`src/rtl/regfile_sb.sv`:
```
// Multi-read-port integer register file with a per-register busy scoreboard.
// Decode reserves a destination at issue; writeback clears it when the result lands.
module regfile_sb #(
  parameter int unsigned XLEN     = 32,
  parameter int unsigned NREGS    = 32,
  parameter int unsigned NRD      = 2,
  parameter bit          BYPASS   = 1'b1,
  parameter bit          ZERO_REG = 1'b1,
  localparam int unsigned AW      = $clog2(NREGS)
) (
  input  logic                clk,
  input  logic                rst_n,
  input  logic [NRD*AW-1:0]   rd_addr_i,
  output logic [NRD*XLEN-1:0] rd_data_o,
  output logic [NRD-1:0]      rd_busy_o,
  input  logic                wr_en_i,
  input  logic [AW-1:0]       wr_addr_i,
  input  logic [XLEN-1:0]     wr_data_i,
  input  logic                rsv_en_i,
  input  logic [AW-1:0]       rsv_addr_i,
  output logic                rsv_ready_o
);

  logic [XLEN-1:0]  mem_q [NREGS];
  logic [NREGS-1:0] busy_q, busy_d;

  logic wr_zero, rsv_zero;
  logic wr_ok, rsv_ok;

  assign wr_zero  = ZERO_REG && (wr_addr_i == '0);
  assign rsv_zero = ZERO_REG && (rsv_addr_i == '0);
  assign wr_ok    = wr_en_i && !wr_zero;

  // A register being freed by this cycle's write may be re-reserved immediately.
  assign rsv_ready_o = rsv_zero || !busy_q[rsv_addr_i] ||
                       (wr_en_i && (wr_addr_i == rsv_addr_i));
  assign rsv_ok      = rsv_en_i && rsv_ready_o && !rsv_zero;

  // Clear first so a same-cycle reservation of the written register wins.
  always_comb begin
    busy_d = busy_q;
    if (wr_ok) begin
      busy_d[wr_addr_i] = 1'b0;
    end
    if (rsv_ok) begin
      busy_d[rsv_addr_i] = 1'b1;
    end
  end

  always_ff @(posedge clk or negedge rst_n) begin
    if (!rst_n) begin
      busy_q <= '0;
    end else begin
      busy_q <= busy_d;
    end
  end

  always_ff @(posedge clk or negedge rst_n) begin
    if (!rst_n) begin
      for (int i = 0; i < NREGS; i++) begin
        mem_q[i] <= '0;
      end
    end else if (wr_ok) begin
      mem_q[wr_addr_i] <= wr_data_i;
    end
  end

  for (genvar k = 0; k < NRD; k++) begin : g_rd
    logic [AW-1:0] addr;
    logic          zero_hit;
    logic          byp_hit;

    assign addr     = rd_addr_i[k*AW +: AW];
    assign zero_hit = ZERO_REG && (addr == '0);
    assign byp_hit  = BYPASS && wr_ok && (wr_addr_i == addr);

    assign rd_data_o[k*XLEN +: XLEN] = zero_hit ? '0 :
                                       byp_hit  ? wr_data_i : mem_q[addr];
    assign rd_busy_o[k] = !zero_hit && !byp_hit && busy_q[addr];
  end

endmodule

```
`config.mk`:
```
export PLATFORM = sky130hd
export DESIGN_NAME = regfile_sb
export DESIGN_NICKNAME = d
export VERILOG_FILES = /design/src/rtl/regfile_sb.sv
export SDC_FILE = /design/constraint.sdc
export NUM_CORES = 2
export LEC_CHECK = 0
export CELL_PAD_IN_SITES_DETAIL_PLACEMENT = 1
export CELL_PAD_IN_SITES_GLOBAL_PLACEMENT = 1
export CORE_MARGIN = 2
export CORE_UTILIZATION = 35
export DETAILED_ROUTE_END_ITERATION = 8
export PLACE_DENSITY_LB_ADDON = 0.25
export SETUP_SLACK_MARGIN = 0.4
export SYNTH_ARGS = -nofsm -noshare
export SYNTH_HDL_FRONTEND = slang
export SYNTH_SLANG_ARGS = --single-unit
export TNS_END_PERCENT = 50
```
`constraint.sdc`:
```
create_clock -name clk -period 3.16 [get_ports clk]
set_input_delay 0.79 -clock clk [delete_from_list [all_inputs] [get_ports clk]]
set_output_delay 0.79 -clock clk [all_outputs]
set_load 0.03 [all_outputs]
```
==> impl_metrics.toml <==
[yosys]
syn-cell-area_mm2 = 0.0581
ys.flop_type = "dfrtp_1"
synth_xor_area_frac = 0.00226
synthMuxAreaShare = 0.409
synth.distinct_cells = 66
yosys.cell_count.top_type = "dfrtp_1"
synth.avg_cell_area_um2 = 14.2
synth_fa_ha_area_frac = 0
synthCells = 4096
synth-seq-cells = 1056
synth-compound-area-share = 0.0704
synth_top_cell_area_share = 0.455
synthesis.nets = 4152
synth_warnings = 0
yosys.area.top_type = "dfrtp_1"
synth_seq_area_share = 0.455
synth_edf_count = 0
async_flop_share = 1.00
yosys-top-cells-count = "dfrtp_1 (1,056), mux2_2 (1,003), mux4_2 (394)"
synth_top_family_by_area = "multiplexers"
synth-simple-area-share = 0.0229
synth_area_leaders = "dfrtp_1 (46%), mux2_2 (19%), mux4_2 (15%)"

[worst_setup_path]
worst_setup_path_end_kind = "output port"
path_max_fanout = 5
worstPathRequired_ns = 2.37
r2r_slack_ns = 1.49
rr_worst_depth = 6
path_class = "in -> out"
r2r_end = "busy_q[31]$_DFF_PN0_"
cpPeakStageDelay_ns = 0.34
slowest_stage = "a211o_4"
r2r-start = "busy_q[31]$_DFF_PN0_"
crit_top_cell = "buf_12"
startpoint_type = "primary input"
arrival_ns = 2.97
path_cells = "buf_6 -> buf_6 -> buf_4 -> xnor2_2 -> nand3_2 -> buf_6 -> o21ai_4 -> buf_12 -> buf_12 -> buf_16 -> buf_12 -> nor3_4 -> a211o_4 -> buf_12 -> buf_12"

[final_layout]
n_fill_cell = 16119
finalInstanceArea_mm2 = 0.0764
drive_above_1_share = 0.590
area.growth.synth_to_final_pct = 31.6
final_nets = 4747
utilization = 0.464

[grt]
overflow = 0
grt_pass1_vias = 44824
grt_antenna_before_repair = 7
grt_pass1_wl_um = 339000
grt_usage = 0.276
grt_max_degree = 117

[sta]
post-route-min-period_ns = 3.76
drv_slew = 0
fin_ws_ns = -0.599
setup_viol_count_final = 66
tightest_slew_ns = 1.39
skew_ns = 0.00543
max_slew_margin = 0.0690
fmax_mhz = 266
rsz0062_at_grt = "true"
hold_violations = 0
fin_crit_sh = 1.19

[clock_tree]
cts_buffers = 121
clk_pin_slew_ns = 0.06
htree_levels = 3
cts_buffer_depth = 3
cts_tree = "yes"
clock_latency_ns = 0.78
clock_sinks = 1056
cts_root_buf = "clkbuf_16"

[die]
initial_core_util = 0.352
die_h_um = 411
rows = 149
design.die.area_mm2 = 0.169
coreArea_mm2 = 0.165
io_pins = 123
die_width_um = 411

[min_path]
min_to = "mem_q[999]$_DFFE_PN0P_"
min_from = "mem_q[999]$_DFFE_PN0P_"
whs_path_depth = 0
hp-class = "reg -> reg"

[drt]
via_per_inst = 6.03
vias = 42083
drtIter0Drc = 3564
totalWireLength_um = 233000
wl_per_cell_um = 33.4
dr.pass1.iters = 5
remaining_drc_errors = 0
ant_nets = 0

[power_and_ir_drop]
p_leak_nw = 33.4
p_total_mw = 44.7
cellPowerDensity_mw_per_mm2 = 585
ir_worst_vdd_v = 0.000462

[placement]
place.gp.congestion = 0.870
io_buffers = 122
preCtsSetupSlack_ns = -1.22
placed_cell_area_mm2 = 0.0684
dp_hpwl_um = 159000

[flow_run]
cap_violations = 0

[run_status]
outcome = "finished with violations"
violations = "negative setup slack"
==> power by group <==
group / leakage, nW / switching (mW) / internal (mW) / total, mW
clock network: 2.03 / 6.23 / 8.69 / 14.9
registers: 13.6 / 2.01 / 16.1 / 18.1
logic: 17.8 / 5.08 / 6.60 / 11.7
==> worst max-delay path by stage <==
| stage | start | to | slack (ns) | cells after the start |
|---|---|---|---|---|
| 2_1_floorplan | wr_addr_i[3] | rd_data_o[15] | -0.07 | 7 |
| 3_3_place_gp | wr_addr_i[3] | rd_data_o[15] | -1.25 | 12 |
| 3_5_place_dp | wr_addr_i[3] | rd_data_o[15] | -1.22 | 12 |
| 4_1_cts | wr_addr_i[2] | rd_data_o[1] | -0.60 | 11 |
| 5_1_grt | rd_addr_i[0] | rd_data_o[1] | -0.63 | 11 |
| 6_report | wr_addr_i[4] | rd_data_o[46] | -0.60 | 15 |
==> logic make-up (layout without fill, tap and decap cells) <==
group | after synthesis | count (layout)
DFF | 1056 | 1056
AOI/OAI and AO/OA | 549 | 549
buffers and inverters | 486 | 1178
other | 0 | 1
and+or+nand+nor | 252 | 252
xor gates and xnor gates | 15 | 15
muxes | 1738 | 1738
==> cell type report <==
cell class              instances  area [um^2]  area share
diodes                          1         2.50   0.0000327
clock buffers                 165         3420      0.0448
clock inverters                55          699     0.00915
inverters                       7         28.8    0.000377
multi-input cells            2554        31500       0.412
flip-flops and latches       1056        26400       0.346
well taps                    2189         2740      0.0358
repair buffers                951        11600       0.152
==> critical path, delay by kind of cell <==
family	cells	cell delay, ns
buffers and inverters	10	1.29
and+or+nand+nor	2	0.17
AOI/OAI and AO/OA	2	0.51
xor gates and xnor gates	1	0.17
==> per-stage QoR <==
step	setup TNS, ns	cells	hold slack, ns
floorplan	-1.44	4096	0.438
global placement	-191.42	6648	0.377
detailed placement	-194.10	6648	0.383
CTS	-30.33	6965	0.397
global route	-34.78	6978	0.404
finish	-32.92	6978	0.393
==> metal layers <==
metal  share of wire  wire length [um]  GRT usage
met5        0.000081                19          0
met2            0.46            108000      0.434
met1            0.44            104000      0.387
met3           0.053             12300     0.0387
met4           0.039              9200     0.0998
==> registers in the layout (all words and copies together) (netlist names) <==
name and count:
mem_q 1024, busy_q 32
==> cell usage in the layout, fill, tap and decap left out, types with 28 or more instances in the layout <==
cell             instances
dfrtp_1               1056
a21oi_2                 29
clkbuf_16              123
mux4_2                 401
mux2_2                1002
a221oi_1                83
a22oi_1                 31
buf_4                  506
buf_12                 258
o21bai_1                30
mux2i_1                302
clkinv_2                28
clkdlybuf4s50_1         33
a211oi_2                29
a211o_1                 34
buf_6                   89
o22ai_1                 30
nand2_1                 56
o21ai_0                 40
==> timing repair <==
| action | 4_1_cts | 5_1_grt |
|---|---|---|
| endpoints found under the hold margin | 18 | 0 |
| resized for setup | 478 | 99 |
| pin swaps | 118 | 62 |
| hold buffers | 1 | 0 |
| setup endpoints to repair | 199 | 67 |
| gates cloned | 17 | 0 |
| buffers inserted | 79 | 12 |
(Power assumes the default switching activity.)
